$ cat config.mk
export PLATFORM = sky130hd
export DESIGN_NAME = hwpe_stream_tcdm_rr_arbiter
export DESIGN_NICKNAME = d
export VERILOG_FILES = /design/src/rtl/hwpe_stream_tcdm_rr_arbiter.sv
export SDC_FILE = /design/constraint.sdc
export NUM_CORES = 1
export LEC_CHECK = 0
export CAP_MARGIN = 20
export CORE_AREA = 2 2 202 204
export DETAILED_ROUTE_END_ITERATION = 10
export DIE_AREA = 0 0 204 206
export PLACE_DENSITY = 0.5
export SLEW_MARGIN = 15
export SYNTH_ARGS = -nofsm -noshare
export SYNTH_HDL_FRONTEND = slang
export SYNTH_SLANG_ARGS = --single-unit
$ cat constraint.sdc
create_clock -name clk_i -period 2.17 [get_ports clk_i]
set_input_delay 0.217 -clock clk_i [delete_from_list [all_inputs] [get_ports clk_i]]
set_output_delay 0.217 -clock clk_i [all_outputs]
set_load 0.05 [all_outputs]
$ cat src/rtl/hwpe_stream_tcdm_rr_arbiter.sv
// hwpe_stream_tcdm_rr_arbiter: round-robin share of one TCDM port among NB_IN requesters,
// with an ID FIFO that routes in-order responses back to their issuers.
module hwpe_stream_tcdm_rr_arbiter #(
   parameter int NB_IN           = 4,
   parameter int MAX_OUTSTANDING = 4
) (
   input  logic                                   clk_i,
   input  logic                                   rst_i,
   input  logic [NB_IN-1:0]                       in_req_i,
   output logic [NB_IN-1:0]                       in_gnt_o,
   input  logic [NB_IN*32-1:0]                    in_add_i,
   input  logic [NB_IN-1:0]                       in_wen_i,
   input  logic [NB_IN*4-1:0]                     in_be_i,
   input  logic [NB_IN*32-1:0]                    in_data_i,
   output logic [NB_IN*32-1:0]                    in_r_data_o,
   output logic [NB_IN-1:0]                       in_r_valid_o,
   output logic                                   out_req_o,
   input  logic                                   out_gnt_i,
   output logic [31:0]                            out_add_o,
   output logic                                   out_wen_o,
   output logic [3:0]                             out_be_o,
   output logic [31:0]                            out_data_o,
   input  logic [31:0]                            out_r_data_i,
   input  logic                                   out_r_valid_i,
   output logic [$clog2(MAX_OUTSTANDING):0]       outstanding_o,
   output logic                                   err_o
);
   localparam int IW = $clog2(NB_IN);
   localparam int AW = MAX_OUTSTANDING > 1 ? $clog2(MAX_OUTSTANDING) : 1;
   localparam int CW = $clog2(MAX_OUTSTANDING) + 1;
   logic [IW-1:0] ptr, win;
   logic          any, full, empty, accept, pop;
   logic [IW-1:0] fifo [MAX_OUTSTANDING];
   logic [AW-1:0] wr_ptr, rd_ptr;
   logic [CW-1:0] cnt;
   int            j;
   // Scan from the highest offset down so the first requester after ptr wins.
   always_comb begin
      win = '0;
      any = 1'b0;
      j   = 0;
      for (int k = NB_IN - 1; k >= 0; k--) begin
         j = int'(ptr) + k;
         if (j >= NB_IN) j = j - NB_IN;
         if (in_req_i[j]) begin
            win = IW'(j);
            any = 1'b1;
         end
      end
   end
   assign full          = cnt == CW'(MAX_OUTSTANDING);
   assign empty         = cnt == '0;
   assign out_req_o     = any & ~full;
   assign accept        = out_req_o & out_gnt_i;
   assign pop           = out_r_valid_i & ~empty;
   assign out_add_o     = any ? in_add_i[32*win +: 32] : '0;
   assign out_wen_o     = any ? in_wen_i[win] : 1'b0;
   assign out_be_o      = any ? in_be_i[4*win +: 4] : '0;
   assign out_data_o    = any ? in_data_i[32*win +: 32] : '0;
   assign in_gnt_o      = accept ? NB_IN'(1) << win : '0;
   assign in_r_valid_o  = pop ? NB_IN'(1) << fifo[rd_ptr] : '0;
   assign in_r_data_o   = {NB_IN{out_r_data_i}};
   assign outstanding_o = cnt;
   always_ff @(posedge clk_i) begin
      if (accept) fifo[wr_ptr] <= win;
   end
   always_ff @(posedge clk_i) begin
      if (rst_i) begin
         ptr    <= '0;
         wr_ptr <= '0;
         rd_ptr <= '0;
         cnt    <= '0;
         err_o  <= 1'b0;
      end else begin
         if (accept) begin
            wr_ptr <= wr_ptr == AW'(MAX_OUTSTANDING - 1) ? '0 : wr_ptr + 1'b1;
            ptr    <= win == IW'(NB_IN - 1) ? '0 : win + 1'b1;
         end
         if (pop) rd_ptr <= rd_ptr == AW'(MAX_OUTSTANDING - 1) ? '0 : rd_ptr + 1'b1;
         if (out_r_valid_i & empty) err_o <= 1'b1;
         cnt <= cnt + CW'(accept) - CW'(pop);
      end
   end
endmodule
; ---- Word level (Yosys, flattened, before mapping)
; Memory sizes are Yosys's and may differ from the RTL's. A register that Yosys moved wholly into a read port is not among the register bits.
; Cells that the tools add are included.
[word_totals]
reg_bits = 10
ram_bits = 8
inputBits = 316
out_inout_bits = 210
n_memories = 1
[mem_list]
columns = memory, words, word_bits, read_ports, rd_ports_with_merged_regs, wr, line
row1 = fifo, 4, 2, 1, 1, 1, 33  ; logic [IW-1:0] fifo [MAX_OUTSTANDING];
[op_classes]
addsub = 12
order_cmp = 9
n_eq_ne = 4
shift = 5
mux = 39
bitwise_logic = 6
n_reduce_logical = 1
[ops]
columns = operator, n
row1 = variable part select 128 x 8 -> 32 bit, 2
row2 = 2-to-1 mux 32 bit, 6
row3 = < comparator 32 x 4 -> 1 bit (second input constant), 4
row4 = 2-to-1 mux 2 bit, 9
row5 = 2-to-1 mux 1 bit, 16
row6 = variable part select 16 x 5 -> 4 bit, 1
row7 = 2-to-1 mux 4 bit, 3
row8 = subtractor 3 x 3 -> 4 bit (second input constant), 3
row9 = binary-select mux 1 bit (select 2 bit), 5
row10 = >= comparator 3 bit (second input constant), 3
row11 = left shift 1 x 2 -> 4 bit (first input constant), 2
row12 = adder 2 x 1 -> 2 bit (second input constant), 3
row13 = adder 2 x 2 -> 3 bit (second input constant), 2
row14 = == test 2 bit (second input constant), 3
row15 = AND 1 bit, 4
row16 = subtractor 2 x 3 -> 4 bit (second input constant), 1
row17 = adder 2 x 1 -> 3 bit (second input constant), 1
row18 = adder 3 x 1 -> 3 bit, 1
row19 = == test 3 bit (second input constant), 1
row20 = >= comparator 2 x 3 -> 1 bit (second input constant), 1
row21 = logical NOT 3 bit, 1
row22 = < comparator 2 x 3 -> 1 bit (second input constant), 1
row23 = subtractor 3 x 1 -> 3 bit, 1
row24 = inverter 1 bit, 2

; ---- Longest topological paths before layout
; Gate-level depths: netlist (run 1).
[depth]
word_depth = 14
mapped_depth = 11
mapped_depth_nobuf = 11

; ---- Least setup slack after synthesis (run 1)
; Ideal clock, no wire load.
[synth_timing]
kind = register -> register
from = register cnt[1], in the netlist outstanding_o[1]
to = register cnt[2], in the netlist outstanding_o[2]
setup_time_ns = 0.128
arrival_ns = 2.565
required_time_ns = 2.042
slack_ns = -0.523
stages_incl_launch_ff = 12
path_buffers = 0
path_cell_list = dfxtp_1 > nor2_1 > a211oi_1 > inv_2 > ha_1 > inv_1 > ha_1 > inv_1 > fa_1 > xor2_1 > xnor2_1 > nor2_1
[synth_between]
elab_chain_cells = 6
elab_cells_between_ends = 9
[synth_rtl]
columns = item, line
row1 = start: declaration, 35  ; logic [CW-1:0] cnt;
row2 = start signal: assignment, 81  ; cnt <= cnt + CW'(accept) - CW'(pop);
row3 = == test 3 bit, 51  ; assign full = cnt == CW'(MAX_OUTSTANDING);
row4 = inverter 1 bit, 53  ; assign out_req_o = any & ~full;
row5 = AND 1 bit, 53
row6 = AND 1 bit, 54  ; assign accept = out_req_o & out_gnt_i;
row7 = adder 3 x 1 -> 3 bit, 81
row8 = subtractor 3 x 1 -> 3 bit (*), 81
; Mark *: on every way between the ends. The rest lies on a longest branch, timed or not.
; A chain may end at the register's enable or synchronous reset.

; ---- Worst setup path in the final report (run 1)
[layout_timing]
from = register ptr[1]
to = output out_add_o[31]
[layout_between]
elab_chain_cells = 12
elab_cells_between_ends = 37
[layout_rtl]
columns = item, line
row1 = start: declaration, 31  ; logic [IW-1:0] ptr, win;
row2 = start signal: assignment, 77  ; ptr <= win == IW'(NB_IN - 1) ? '0 : win + 1'b1;
row3 = adder 2 x 2 -> 3 bit, 43  ; j = int'(ptr) + k;
row4 = subtractor 3 x 3 -> 4 bit / >= comparator 3 bit (equally long branches), 44  ; if (j >= NB_IN) j = j - NB_IN;
row5 = 2-to-1 mux 32 bit, 44
row6 = binary-select mux 1 bit (select 2 bit), 45  ; if (in_req_i[j]) begin
row7 = 2-to-1 mux 1 bit (implied by the code) (2 in series), 45
row8 = 2-to-1 mux 2 bit (4 in series), 45
row9 = variable part select 128 x 8 -> 32 bit, 56  ; assign out_add_o = any ? in_add_i[32*win +: 32] : '0;
row10 = 2-to-1 mux 32 bit (*), 56
row11 = end: declaration, 19  ; output logic [31:0] out_add_o,
; Mark *: on every way between the ends. The rest lies on a longest branch, timed or not. The select of a mux whose other input is x is not followed.

==> out/metrics.sh, run 1 <==
RUN_STATUS='finished with violations'
VIOLATIONS='negative setup slack'
CLOCK-SKEW-FINAL_NS=0.00302
DRC=0
TIMING.REG2REG.WORST_PATH_DEPTH=11
PWR_PER_CELL_AREA_nW_PER_UM2=773
PORT_BUFFERS=365
TIMING.SETUP.CRITICAL_PATH_CLASS='register to primary output'
MAXIMUM_LEVEL_OF_THE_CTS_H_TREE=1
TRITONCTS_NUM_SINKS=20
MAXIMUM_NUMBER_OF_PINS_ON_ONE_NET_BEFORE_GLOBAL_ROUTE_REPAIR=31
HOLDPATHSTAGES=0
FLOORPLAN.DIE.HEIGHT_UM=206
DESIGN.CORE.AREA_UM2=40200
COUNT_OF_MAPPED_CELLS_OUT_OF_SYNTHESIS=468
RR_STARTPOINT='outstanding_o[0]$_SDFF_PP0_'
CELL_INTERNAL_PWR_mW=4.53
POSTCTSHOLDBUFS=0
ANTENNA-DIODE-COUNT=0
POST_DRT_WL_PER_CELL_UM=16.6
HPWL_UM=16100
CTS_INSERTED_BUFFERS=3
FINALWORSTSETUPSLACK_NS=-0.286
YOSYS_WARNINGS=0
INITIAL_CORE_UTIL_PCT=10.3
OVERFLOW=0
SYN-CELL-AREA_UM2=4140
ROWS=74
POST_ROUTE_CELLS_DRIVE_ABOVE_1_SHARE_PCT=48.7
FIN_CRIT_NS=2.46
SYNTH_AREA_LEADERS='mux2i_1, buf_4, o22ai_1'
HOLD_VIOL=0
START_KIND='register'
VIASPERCELL=3.57
HOLD_CLASS='primary input to primary output'
CTS_TREE='yes'
MIN-DELAY-START='out_r_data_i[6]'
POSTSYNTHNETCOUNT=796
AREAGROWTHSYNTHTOFINISH_PCT=158
FMAX_MHz=407
STDCELL_COUNT=1304
TIMING.MAX_CAP.VIOLATIONS=0
SYNTH.DISTINCT_CELLS=38
GRT_SETUP_UNREPAIRED='yes'
PROPORTION_OF_POWER_DRAWN_BY_COMBINATIONAL_GATES_PCT=88.5
DP_WORST_SETUP_SLACK_NS=-0.466
MAXSLEWVIOLCOUNT=0
DIEWIDTH_UM=204
TIGHTEST_SLEW_NS=0.496
AREA_OF_THE_DIE_UM2=42000
SETUP-TNS-FINAL_NS=-11.95
SWITCHINGPOWER_mW=3.74
ANTENNA_FOUND_INITIAL=0
INSTANCE_COUNT_AFTER_PLACEMENT_WITH_TAP_CELLS_INCLUDED=1266
SHARE_CLK_OF_TOTAL_POWER_PCT=4.6
CLOCK_INSERTION_DELAY_WORST_SKEW_NS=0.25
SHARE_OF_THE_SYNTHESIZED_AREA_IN_THE_TOP_CELL_TYPE_PCT=33.6
SYNTH.AVG_CELL_AREA_UM2=8.84
GRT_FIRST_PASS_WIRELENGTH_UM=28500
SYNTH_SEQ_AREA_SHARE_PCT=11.6
FIRST_GLOBAL_VIAS=4647
DRTITER0DRC=148
VDD_DROP_MAX_V=0.000334
ENDPOINT_WORST_HOLD='in_r_data_o[38]'
REQUIRED_NS=1.95
HOLD-WORST-SLACK_NS=0.434
SYNTH-MAIN-FF-CELL='dfxtp_1'
TERMINUS_OF_THE_CRITICAL_FLOP_TO_FLOP_PATH='outstanding_o[2]$_SDFF_PP0_'
FILL_CELLS=4248
CTSLONGESTPATHBUFFERS=2
SEQ_POWER_SHARE_PCT=6.9
FINAL_REPLACE_WEIGHTED_CONGESTION=0.767
SYNTH-EDFF-COUNT=8
SYNTH_AREA_LEADER_CELL='mux2i_1'
LARGEST_FANOUT_OF_ANY_NET_ON_THE_CRITICAL_PATH=6
GLOBAL_ROUTE.USAGE.TOTAL_PCT=8.86
CLOCK-ROOT-BUFFER='clkbuf_16'
NUMBER_OF_ITERATIONS_IN_THE_FIRST_DETAILED_ROUTING_PASS=4
SYNTH.FF_LATCH_COUNT=20
TOP_LEVEL_PORTS=526
MAXSLEWHEADROOM_PCT=66.9
SETUP_VIOLATIONS=71
ASYNC_FLOP_SHARE_PCT=0
TIMING.FINAL.CRIT_SHARE_PCT=113
SETUP.REG_TO_REG.WORST_SLACK_NS=0.09
CRITICAL_PATH.ENDPOINT_TYPE='primary output'
DPL-INSTANCE-AREA_UM2=8910
POST-ROUTE-CELL-AREA_UM2=10700
FINAL_NETS=1101
DETAIL_ROUTE.WIRELENGTH_UM=21600
NUM_VIAS=4656
CTS.REPORTEDPATHS.CLKPINSLEW_NS=0.05
DETAIL-ROUTE-ANTENNA-NETS=0
WORST-ENDPOINT-ARRIVAL_NS=2.24
POWER.LEAKAGE_nW=4.05
P_SW_SHARE_PCT=45.2
cell usage after synthesis (5+ instances only):
cell	instances
buf_12	8
dfxtp_1	12
nor2_1	5
ha_1	11
nand2_1	8
mux2i_1	139
a21oi_1	9
buf_4	128
clkbuf_4	5
o22ai_1	70
inv_1	8
edfxtp_1	8
clkbuf_1	14
and2_1	8
kinds of logic after synthesis:
group	after synthesis	synth area share, %
buffers and inverters	173	31.9
multiplexers	141	34.7
AO/OA/AOI/OAI	86	13.1
AND/OR/NAND/NOR	34	4.44
flip-flops	20	11.6
adder cells (fa/ha/maj)	12	3.81
XOR/XNOR	2	0.423
power groups by stage:
stage          clock (mW)  sequential [mW]  combinational, mW
2_1_floorplan           0            0.664               3.71
3_3_place_gp            0            0.563               5.96
3_5_place_dp            0            0.564               5.97
4_1_cts             0.389            0.565               6.62
5_1_grt             0.401            0.584               7.63
6_report            0.379            0.571               7.32
layout make-up:
type / count / area, µm² / share of cell area [%]
Clock buffer: 4 / 78.8 / 0.737
Timing Repair Buffer: 462 / 5640 / 52.7
Inverter: 11 / 51.3 / 0.480
Tap cell: 532 / 666 / 6.22
Multi-Input combinational cell: 275 / 3770 / 35.2
Sequential cell: 20 / 494 / 4.62
how the worst max path moves through the flow:
| stage | from | endpoint | slack (ns) | cells past startpoint |
|---|---|---|---|---|
| 4_1_cts | ptr[1]$_SDFFE_PP0P_ | out_data_o[19] | -0.27 | 9 |
| 3_3_place_gp | in_req_i[2] | out_add_o[6] | -0.43 | 9 |
| 5_1_grt | ptr[1]$_SDFFE_PP0P_ | out_add_o[31] | -0.34 | 9 |
| 2_1_floorplan | outstanding_o[2]$_SDFF_PP0_ | outstanding_o[2]$_SDFF_PP0_ | -0.20 | 10 |
| 6_report | ptr[1]$_SDFFE_PP0P_ | out_add_o[31] | -0.29 | 9 |
| 3_5_place_dp | in_req_i[2] | out_add_o[6] | -0.47 | 9 |
cell usage in the layout, fill, tap and decap left out, types with 2 or more instances in the layout:
cell type	count
a211oi_4	2
a21oi_1	8
and2_1	4
and2_4	4
buf_12	91
buf_16	6
buf_4	42
buf_6	26
buf_8	8
clkbuf_16	5
clkdlybuf4s50_1	282
dfxtp_1	7
dfxtp_2	2
dfxtp_4	3
dlygate4sd2_1	4
edfxtp_1	8
ha_1	5
ha_4	6
inv_1	4
inv_2	4
inv_4	2
mux2i_1	46
mux2i_2	52
mux2i_4	41
mux4_2	2
nand2_1	8
nand3b_1	2
nor2_1	4
nor3_1	3
o22ai_2	55
o22ai_4	15
sequential cells by signal (all words and copies together), names as in the netlist, named ones only:
register / flops
err_o: 1
fifo: 8
outstanding_o: 3
ptr: 2
rd_ptr: 2
wr_ptr: 2
worst max-delay path, stage by stage, from the launching register on:
cell	delay, ns
dfxtp_4	0.40
mux2i_4	0.26
o221ai_4	0.15
buf_12	0.16
buf_12	0.12
buf_12	0.14
buf_12	0.14
mux2i_2	0.14
o22ai_2	0.29
buf_12	0.18
metrics by stage:
step | util, % | power [mW]
global placement | 22.2 | 6.52
CTS | 24.3 | 7.57
floorplan | - | 4.38
finish | 26.6 | 8.27
global route | 26.6 | 8.61
detailed placement | 22.2 | 6.54
what timing repair did:
action,in CTS,in global routing
setup buffers,21,8
hold endpoints to repair,0,0
cloned,7,3
endpoints found under the setup margin,74,74
pin swaps,23,41
resized for setup,89,171
per-layer routing:
metal / vias to the layer above / track usage (%) / routed length (µm)
met5: - / 0 / 0
met4: 0 / 0.983 / 157
met3: 22 / 2.54 / 1680
met2: 257 / 15.0 / 10900
met1: 2187 / 11.4 / 8890
li1: 2190 / - / -
No activity file was read; power rests on OpenSTA's default activity.
==> run 2, diff against run 1 <==
--- a/config.mk
+++ b/config.mk
@@ -5,6 +5,7 @@
 export SDC_FILE = /design/constraint.sdc
 export NUM_CORES = 1
 export LEC_CHECK = 0
+export ABC_CLOCK_PERIOD_IN_PS = 2170
 export CAP_MARGIN = 20
 export CORE_AREA = 2 2 202 204
 export DETAILED_ROUTE_END_ITERATION = 10
==> results of run 2 <==
Same layout as run 1: the final DEF is identical, and so are final timing and power.
